--- config.mk ---
export PLATFORM = sky130hd
export DESIGN_NAME = vec_div32
export DESIGN_NICKNAME = d
export VERILOG_FILES = /design/src/rtl/vec_pkg.sv /design/src/rtl/vec_sub33.sv /design/src/rtl/vec_div32.sv
export SDC_FILE = /design/constraint.sdc
export NUM_CORES = 1
export LEC_CHECK = 0
export ABC_CLOCK_PERIOD_IN_PS = 14500
export CAP_MARGIN = 10
export CORE_ASPECT_RATIO = 1.1
export CORE_UTILIZATION = 59
export CTS_BUF_LIST = sky130_fd_sc_hd__clkbuf_16
export DETAILED_ROUTE_END_ITERATION = 6
export PLACE_DENSITY = 0.88
export SYNTH_ARGS = -nofsm -noshare
export SYNTH_HDL_FRONTEND = slang
export SYNTH_SLANG_ARGS = --single-unit
--- constraint.sdc ---
create_clock -name clk -period 14.5 [get_ports clk]
set_input_delay 2.9 -clock clk [delete_from_list [all_inputs] [get_ports clk]]
set_output_delay 2.9 -clock clk [all_outputs]
set_load 0.01 [all_outputs]
--- src/rtl/vec_pkg.sv ---
// Shared encodings and helpers for the vector compute units (32-bit lane / two 16-bit lanes).
package vec_pkg;

  localparam int         LANE_W   = 16;
  localparam logic       WIDTH_32 = 1'b0;
  localparam logic       WIDTH_16 = 1'b1;
  localparam logic [5:0] ITER_32  = 6'd32;
  localparam logic [5:0] ITER_16  = 6'd16;

  localparam logic [1:0] ST_IDLE = 2'd0;
  localparam logic [1:0] ST_RUN  = 2'd1;
  localparam logic [1:0] ST_FIX  = 2'd2;
  localparam logic [1:0] ST_DONE = 2'd3;

  // Per-lane two's-complement negate; in 32-bit mode only en[0] is consulted.
  function automatic logic [31:0] lane_neg(input logic [31:0] x, input logic w, input logic [1:0] en);
    logic [31:0] r;
    if (w == WIDTH_32) begin
      r = en[0] ? (32'd0 - x) : x;
    end else begin
      r[15:0]  = en[0] ? (16'd0 - x[15:0])  : x[15:0];
      r[31:16] = en[1] ? (16'd0 - x[31:16]) : x[31:16];
    end
    return r;
  endfunction

endpackage

--- src/rtl/vec_sub33.sv ---
// 33-bit partitioned subtractor: a - b as one 33-bit lane, or lanes [15:0] and [32:16] with the
// borrow blocked at bit 16 by a guard bit. borrow[0] is out of the low half, borrow[1] out of bit 32.
module vec_sub33
  import vec_pkg::*;
(
  input  logic        width,
  input  logic [32:0] a,
  input  logic [32:0] b,
  output logic [32:0] diff,
  output logic [1:0]  borrow
);

  logic [34:0] sum;

  // Guard column: a=1, b'=width. In 32-bit mode it forwards the low carry; in 16-bit mode it
  // swallows it and injects the +1 the upper lane needs for its own subtraction.
  assign sum = {1'b0, a[32:16], 1'b1, a[15:0]} + {1'b0, ~b[32:16], width, ~b[15:0]} + 35'd1;

  assign diff      = {sum[33:17], sum[15:0]};
  assign borrow[1] = ~sum[34];
  assign borrow[0] = (width == WIDTH_16) ? ~sum[16] : sum[16];

endmodule

--- src/rtl/vec_div32.sv ---
// Iterative restoring radix-2 divider, one 32-bit lane or two 16-bit lanes, valid/ready on both sides.
// Optional signed mode under `SIGNED_DIV_EN (adds sgn port and a FIX cycle).
module vec_div32
  import vec_pkg::*;
#(
  parameter int DATA_W = 32,
  parameter int CNT_W  = 6
) (
  input  logic              clk,
  input  logic              rst,
  input  logic              width,
`ifdef SIGNED_DIV_EN
  input  logic              sgn,
`endif
  input  logic              in_valid,
  output logic              in_ready,
  input  logic [DATA_W-1:0] dividend,
  input  logic [DATA_W-1:0] divisor,
  output logic              out_valid,
  input  logic              out_ready,
  output logic [DATA_W-1:0] quotient,
  output logic [DATA_W-1:0] remainder,
  output logic [1:0]        div_zero
);

  logic [1:0]        state;
  logic [CNT_W-1:0]  cnt;
  logic              mode;
  logic [DATA_W-1:0] rem, quo, dvs;
  logic [1:0]        dz, dz_in, ok, borrow;
  logic [32:0]       sub_a, sub_b, diff;
  logic [DATA_W-1:0] rem_nxt, quo_nxt;
  logic              last;
  logic              diff_unused;

  assign in_ready    = (state == ST_IDLE);
  assign out_valid   = (state == ST_DONE);
  assign last        = (cnt == CNT_W'(1));
  assign sub_b       = {1'b0, dvs};
  assign diff_unused = diff[32];
  assign dz_in       = (width == WIDTH_32) ? {2{divisor == 32'd0}}
                                           : {divisor[31:16] == 16'd0, divisor[15:0] == 16'd0};

  // Lane0's shifted remainder is 17 bits; its top bit rides outside the subtractor because a set
  // top bit guarantees the trial subtraction succeeds and the result fits in 16 bits.
  always_comb begin
    sub_a   = (mode == WIDTH_32) ? {rem, quo[31]} : {rem[31:16], quo[31], rem[14:0], quo[15]};
    ok[1]   = ~borrow[1];
    ok[0]   = (mode == WIDTH_32) ? ~borrow[1] : (rem[15] | ~borrow[0]);
    rem_nxt = {ok[1] ? diff[31:16] : sub_a[31:16], ok[0] ? diff[15:0] : sub_a[15:0]};
    quo_nxt = (mode == WIDTH_32) ? {quo[30:0], ok[1]} : {quo[30:16], ok[1], quo[14:0], ok[0]};
  end

  vec_sub33 u_sub (
    .width  (mode),
    .a      (sub_a),
    .b      (sub_b),
    .diff   (diff),
    .borrow (borrow)
  );

`ifdef SIGNED_DIV_EN
  logic              sgn_r;
  logic [1:0]        neg_q, neg_r, sd, sv;
  logic [DATA_W-1:0] raw_dvd, q_fix, r_fix;

  assign sd    = ((width == WIDTH_32) ? {2{dividend[31]}} : {dividend[31], dividend[15]}) & {2{sgn}};
  assign sv    = ((width == WIDTH_32) ? {2{divisor[31]}}  : {divisor[31],  divisor[15]})  & {2{sgn}};
  assign q_fix = lane_neg(quo, mode, neg_q);
  assign r_fix = lane_neg(rem, mode, neg_r);
`endif

  always_ff @(posedge clk or posedge rst) begin
    if (rst) begin
      state     <= ST_IDLE;
      cnt       <= '0;
      mode      <= WIDTH_32;
      rem       <= '0;
      quo       <= '0;
      dvs       <= '0;
      dz        <= '0;
      quotient  <= '0;
      remainder <= '0;
      div_zero  <= '0;
`ifdef SIGNED_DIV_EN
      sgn_r     <= 1'b0;
      neg_q     <= '0;
      neg_r     <= '0;
      raw_dvd   <= '0;
`endif
    end else begin
      case (state)
        ST_IDLE: if (in_valid) begin
          mode  <= width;
          rem   <= '0;
          dz    <= dz_in;
          cnt   <= (width == WIDTH_16) ? CNT_W'(ITER_16) : CNT_W'(ITER_32);
          state <= ST_RUN;
`ifdef SIGNED_DIV_EN
          quo     <= lane_neg(dividend, width, sd);
          dvs     <= lane_neg(divisor, width, sv);
          sgn_r   <= sgn;
          neg_q   <= sd ^ sv;
          neg_r   <= sd;
          raw_dvd <= dividend;
`else
          quo     <= dividend;
          dvs     <= divisor;
`endif
        end
        ST_RUN: begin
          rem <= rem_nxt;
          quo <= quo_nxt;
          cnt <= cnt - CNT_W'(1);
          if (last) begin
`ifdef SIGNED_DIV_EN
            if (sgn_r) state <= ST_FIX;
            else
`endif
            begin
              state     <= ST_DONE;
              quotient  <= quo_nxt;
              remainder <= rem_nxt;
              div_zero  <= dz;
            end
          end
        end
`ifdef SIGNED_DIV_EN
        // Zero-divisor lanes report the raw dividend, not the magnitude that was divided.
        ST_FIX: begin
          quotient  <= {dz[1] ? 16'hFFFF : q_fix[31:16], dz[0] ? 16'hFFFF : q_fix[15:0]};
          remainder <= {dz[1] ? raw_dvd[31:16] : r_fix[31:16], dz[0] ? raw_dvd[15:0] : r_fix[15:0]};
          div_zero  <= dz;
          state     <= ST_DONE;
        end
`endif
        ST_DONE: if (out_ready) state <= ST_IDLE;
        default: state <= ST_IDLE;
      endcase
    end
  end

endmodule

==> flow_metrics.env <==
export IMPL_top_usage_layer="met2"
export IMPL_grt_use_met3_pct=7.94
export IMPL_dp_hpwl_um=14700
export IMPL_final_setup_skew_ns=0.00851
export IMPL_cts_path_max_buffers=2
export IMPL_die_w_um=120
export IMPL_fin_hold_ws_ns=0.480
export IMPL_drtAntennaViolNets=0
export IMPL_postCtsHoldBufs=0
export IMPL_ys_seq_elements=173
export IMPL_grt_pass1_vias=7474
export IMPL_syn_avg_cell_area_um2=9.30
export IMPL_fp_coreArea_um2=14600
export IMPL_ir_drop_mv=0.145
export IMPL_p_sw_mw=1.40
export IMPL_start_util_pct=61.4
export IMPL_drc_errors=0
export IMPL_root_buffer="clkbuf_16"
export IMPL_dp_cells=1244
export IMPL_insertion_delay_ns=0.44
export IMPL_relSlewSlack_pct=28.6
export IMPL_io_buffers=136
export IMPL_crit_required_ns=14.85
export IMPL_hold_class="flip-flop to flip-flop"
export IMPL_cts_buffers=17
export IMPL_period_share_pct=33.2
export IMPL_cts_num_sinks=173
export IMPL_startpoint_type="input pin"
export IMPL_end_kind="flip-flop"
export IMPL_via_count=7493
export IMPL_antenna_found_initial=0
export IMPL_first_pass_iters=5
export IMPL_wl_per_cell_um=17.1
export IMPL_n_fill_cell=1048
export IMPL_post_cts_buffers=0
export IMPL_internal_power_mw=1.82
export IMPL_fp_dieH_um=131
export IMPL_final_area_um2=11000
export IMPL_drv_cap=0
export IMPL_fin_crit_ns=4.82
export IMPL_synthDistinctLibCells=57
export IMPL_num_antenna_cells=0
export IMPL_tightestPinTransition_ns=1.07
export IMPL_use_met2_pct=47.4
export IMPL_clockPowerShare_pct=15.1
export IMPL_routabilityCongestion=0.896
export IMPL_worstPathMaxFanout=100
export IMPL_tns_ns=0
export IMPL_drt_initial_drc_count=564
export IMPL_path_class="input pin to flip-flop"
export IMPL_via_per_inst=5.88
export IMPL_netlist_area_um2=8970
export IMPL_slew_violations=0
export IMPL_grt_util_all_layers_pct=29.4
export IMPL_leakage_nw=4.90
export IMPL_swShare_pct=43.4
export IMPL_ys_seq_area_share_pct=48.3
export IMPL_place_area_um2=10400
export IMPL_syn_nets=1069
export IMPL_h_tree_depth=4
export IMPL_syn2layout_area_growth_pct=23.1
export IMPL_combPwrFrac_pct=57.8
export IMPL_grtUsageMet1_pct=37.3
export IMPL_cts_tree="built"
export IMPL_rows=46
export IMPL_seq_power_share_pct=27.1
export IMPL_drt_total_wl_um=21700
export IMPL_grt_pass1_wl_um=36800
export IMPL_arrival_ns=5.17
export IMPL_finalNetCount=1175
export IMPL_floorplan_die_area_um2=15700
export IMPL_p_per_area_nw_per_um2=292
export IMPL_rsz0062_at_grt="no"
export IMPL_synthArstFlopShare_pct=100
export IMPL_post_cts_resized_instances=0
export IMPL_ys_warn_count=0
export IMPL_clkTransAtPathRegs_ns=0.06
export IMPL_setup_violations=0
export IMPL_grt_max_degree=113
export IMPL_timing_fmax_mhz=207
export IMPL_drive_gt1_share_pct=7.57
export IMPL_status="finished, final reports clean"
export IMPL_power_mw=3.22
export IMPL_synthCells=965
export IMPL_fin_cells=1275
export IMPL_overflow=0
export IMPL_synthFlopType="dfrtp_1"
export IMPL_hold_violations=0
export IMPL_io_pins=137
export IMPL_synth_edf_count=0
## stage by stage
| step | utilization (%) | setup slack [ns] |
|---|---|---|
| floorplan | - | 6.91 |
| CTS | 75.5 | 9.72 |
| global route | 75.5 | 9.47 |
| finish | 75.5 | 9.68 |
| global placement | 71.3 | 9.37 |
| detailed placement | 71.3 | 9.29 |
## worst max-delay path, cell delays in order
cell and delay, ns:
clkdlybuf4s50_1 0.49, nor3b_2 0.16, buf_4 0.76, nor2_1 0.39, nor3_1 0.27, a21oi_1 0.06, a21oi_1 0.12
## sequential cells by signal, summed over array words and instances (netlist names)
| register | cells |
|---|---|
| dz | 2 |
| cnt | 6 |
| rem | 32 |
| quotient | 32 |
| div_zero | 2 |
| mode | 1 |
| dvs | 32 |
| state | 2 |
| remainder | 32 |
| quo | 32 |
## kinds of logic after synthesis
kind of cell    Yosys count  share of synthesized area [%]
compound gates          247                           16.6
xor+xnor                 28                           2.73
fa+ha+maj                35                           4.97
buf+inv                 104                           4.60
flops                   173                           48.3
mux                      64                           7.67
simple gates            314                           15.2
## cell usage after synthesis (4+ instances only)
cell type	instances	area, um^2
nor2b_1	4	25.0
mux2_2	34	383
mux2i_1	29	290
nand3_1	36	180
a21oi_1	37	185
xor2_1	11	96.3
xnor2_1	17	149
and2_1	4	25.0
nor3_1	8	40.0
a21o_1	15	113
buf_1	6	22.5
a211oi_1	5	37.5
dfrtp_1	173	4330
o21ai_1	49	245
nand2_1	171	642
ha_1	34	425
nor2_1	54	203
nor4_1	10	62.6
nand4_1	9	56.3
o21bai_1	4	30.0
clkbuf_1	43	161
inv_1	49	184
o21ai_0	69	345
o21a_1	8	60.1
a31oi_1	30	188
o31ai_1	5	37.5
nand2b_1	4	25.0
## final cells by class
class	instances	area [um^2]	area share, %
clock buffers	17	425	3.85
multi-input cells	688	4260	38.6
repair buffers	142	1410	12.7
inverters	49	189	1.71
flip-flops and latches	173	4330	39.2
well taps	192	240	2.18
clock inverters	14	193	1.75
## power groups by stage
stage | logic, mW | registers, mW | clock network, mW
finish | 1.86 | 0.875 | 0.485
global placement | 1.76 | 0.866 | 0
CTS | 1.85 | 0.873 | 0.489
detailed placement | 1.83 | 0.874 | 0
global route | 2.06 | 0.902 | 0.509
floorplan | 1.32 | 0.873 | 0
## routing by layer
layer  share of wire [%]  up-vias
met5                   0        -
met4                 2.4        0
met3                 6.9       51
met2                  49      226
met1                  42     3631
li1                    -     3585
## path summary, 6_finish.rpt
check	start	endpoint	slack, ns	cells after the start
hold reg to reg	remainder[20]	remainder[20]	0.48	2
min in group asynchronous	rst	quotient[6]	2.99	2
max in group asynchronous	rst	dvs[11]	9.93	3
setup / recovery	in_valid	cnt[5]	9.68	7
setup reg to reg	mode	remainder[1]	10.18	14
hold / removal	remainder[20]	remainder[20]	0.48	2
## cell usage in the layout (no fill, tap or decap), drive strengths merged, types with 34 or more instances in the layout
cell type	Yosys	layout
a21oi	40	40
clkdlybuf4s50	0	136
dfrtp	173	173
ha	34	34
inv	49	52
mux2	35	35
nand2	171	171
nand3	36	36
nor2	54	54
o21ai	118	118
No activity file was read; power rests on OpenSTA's default activity.
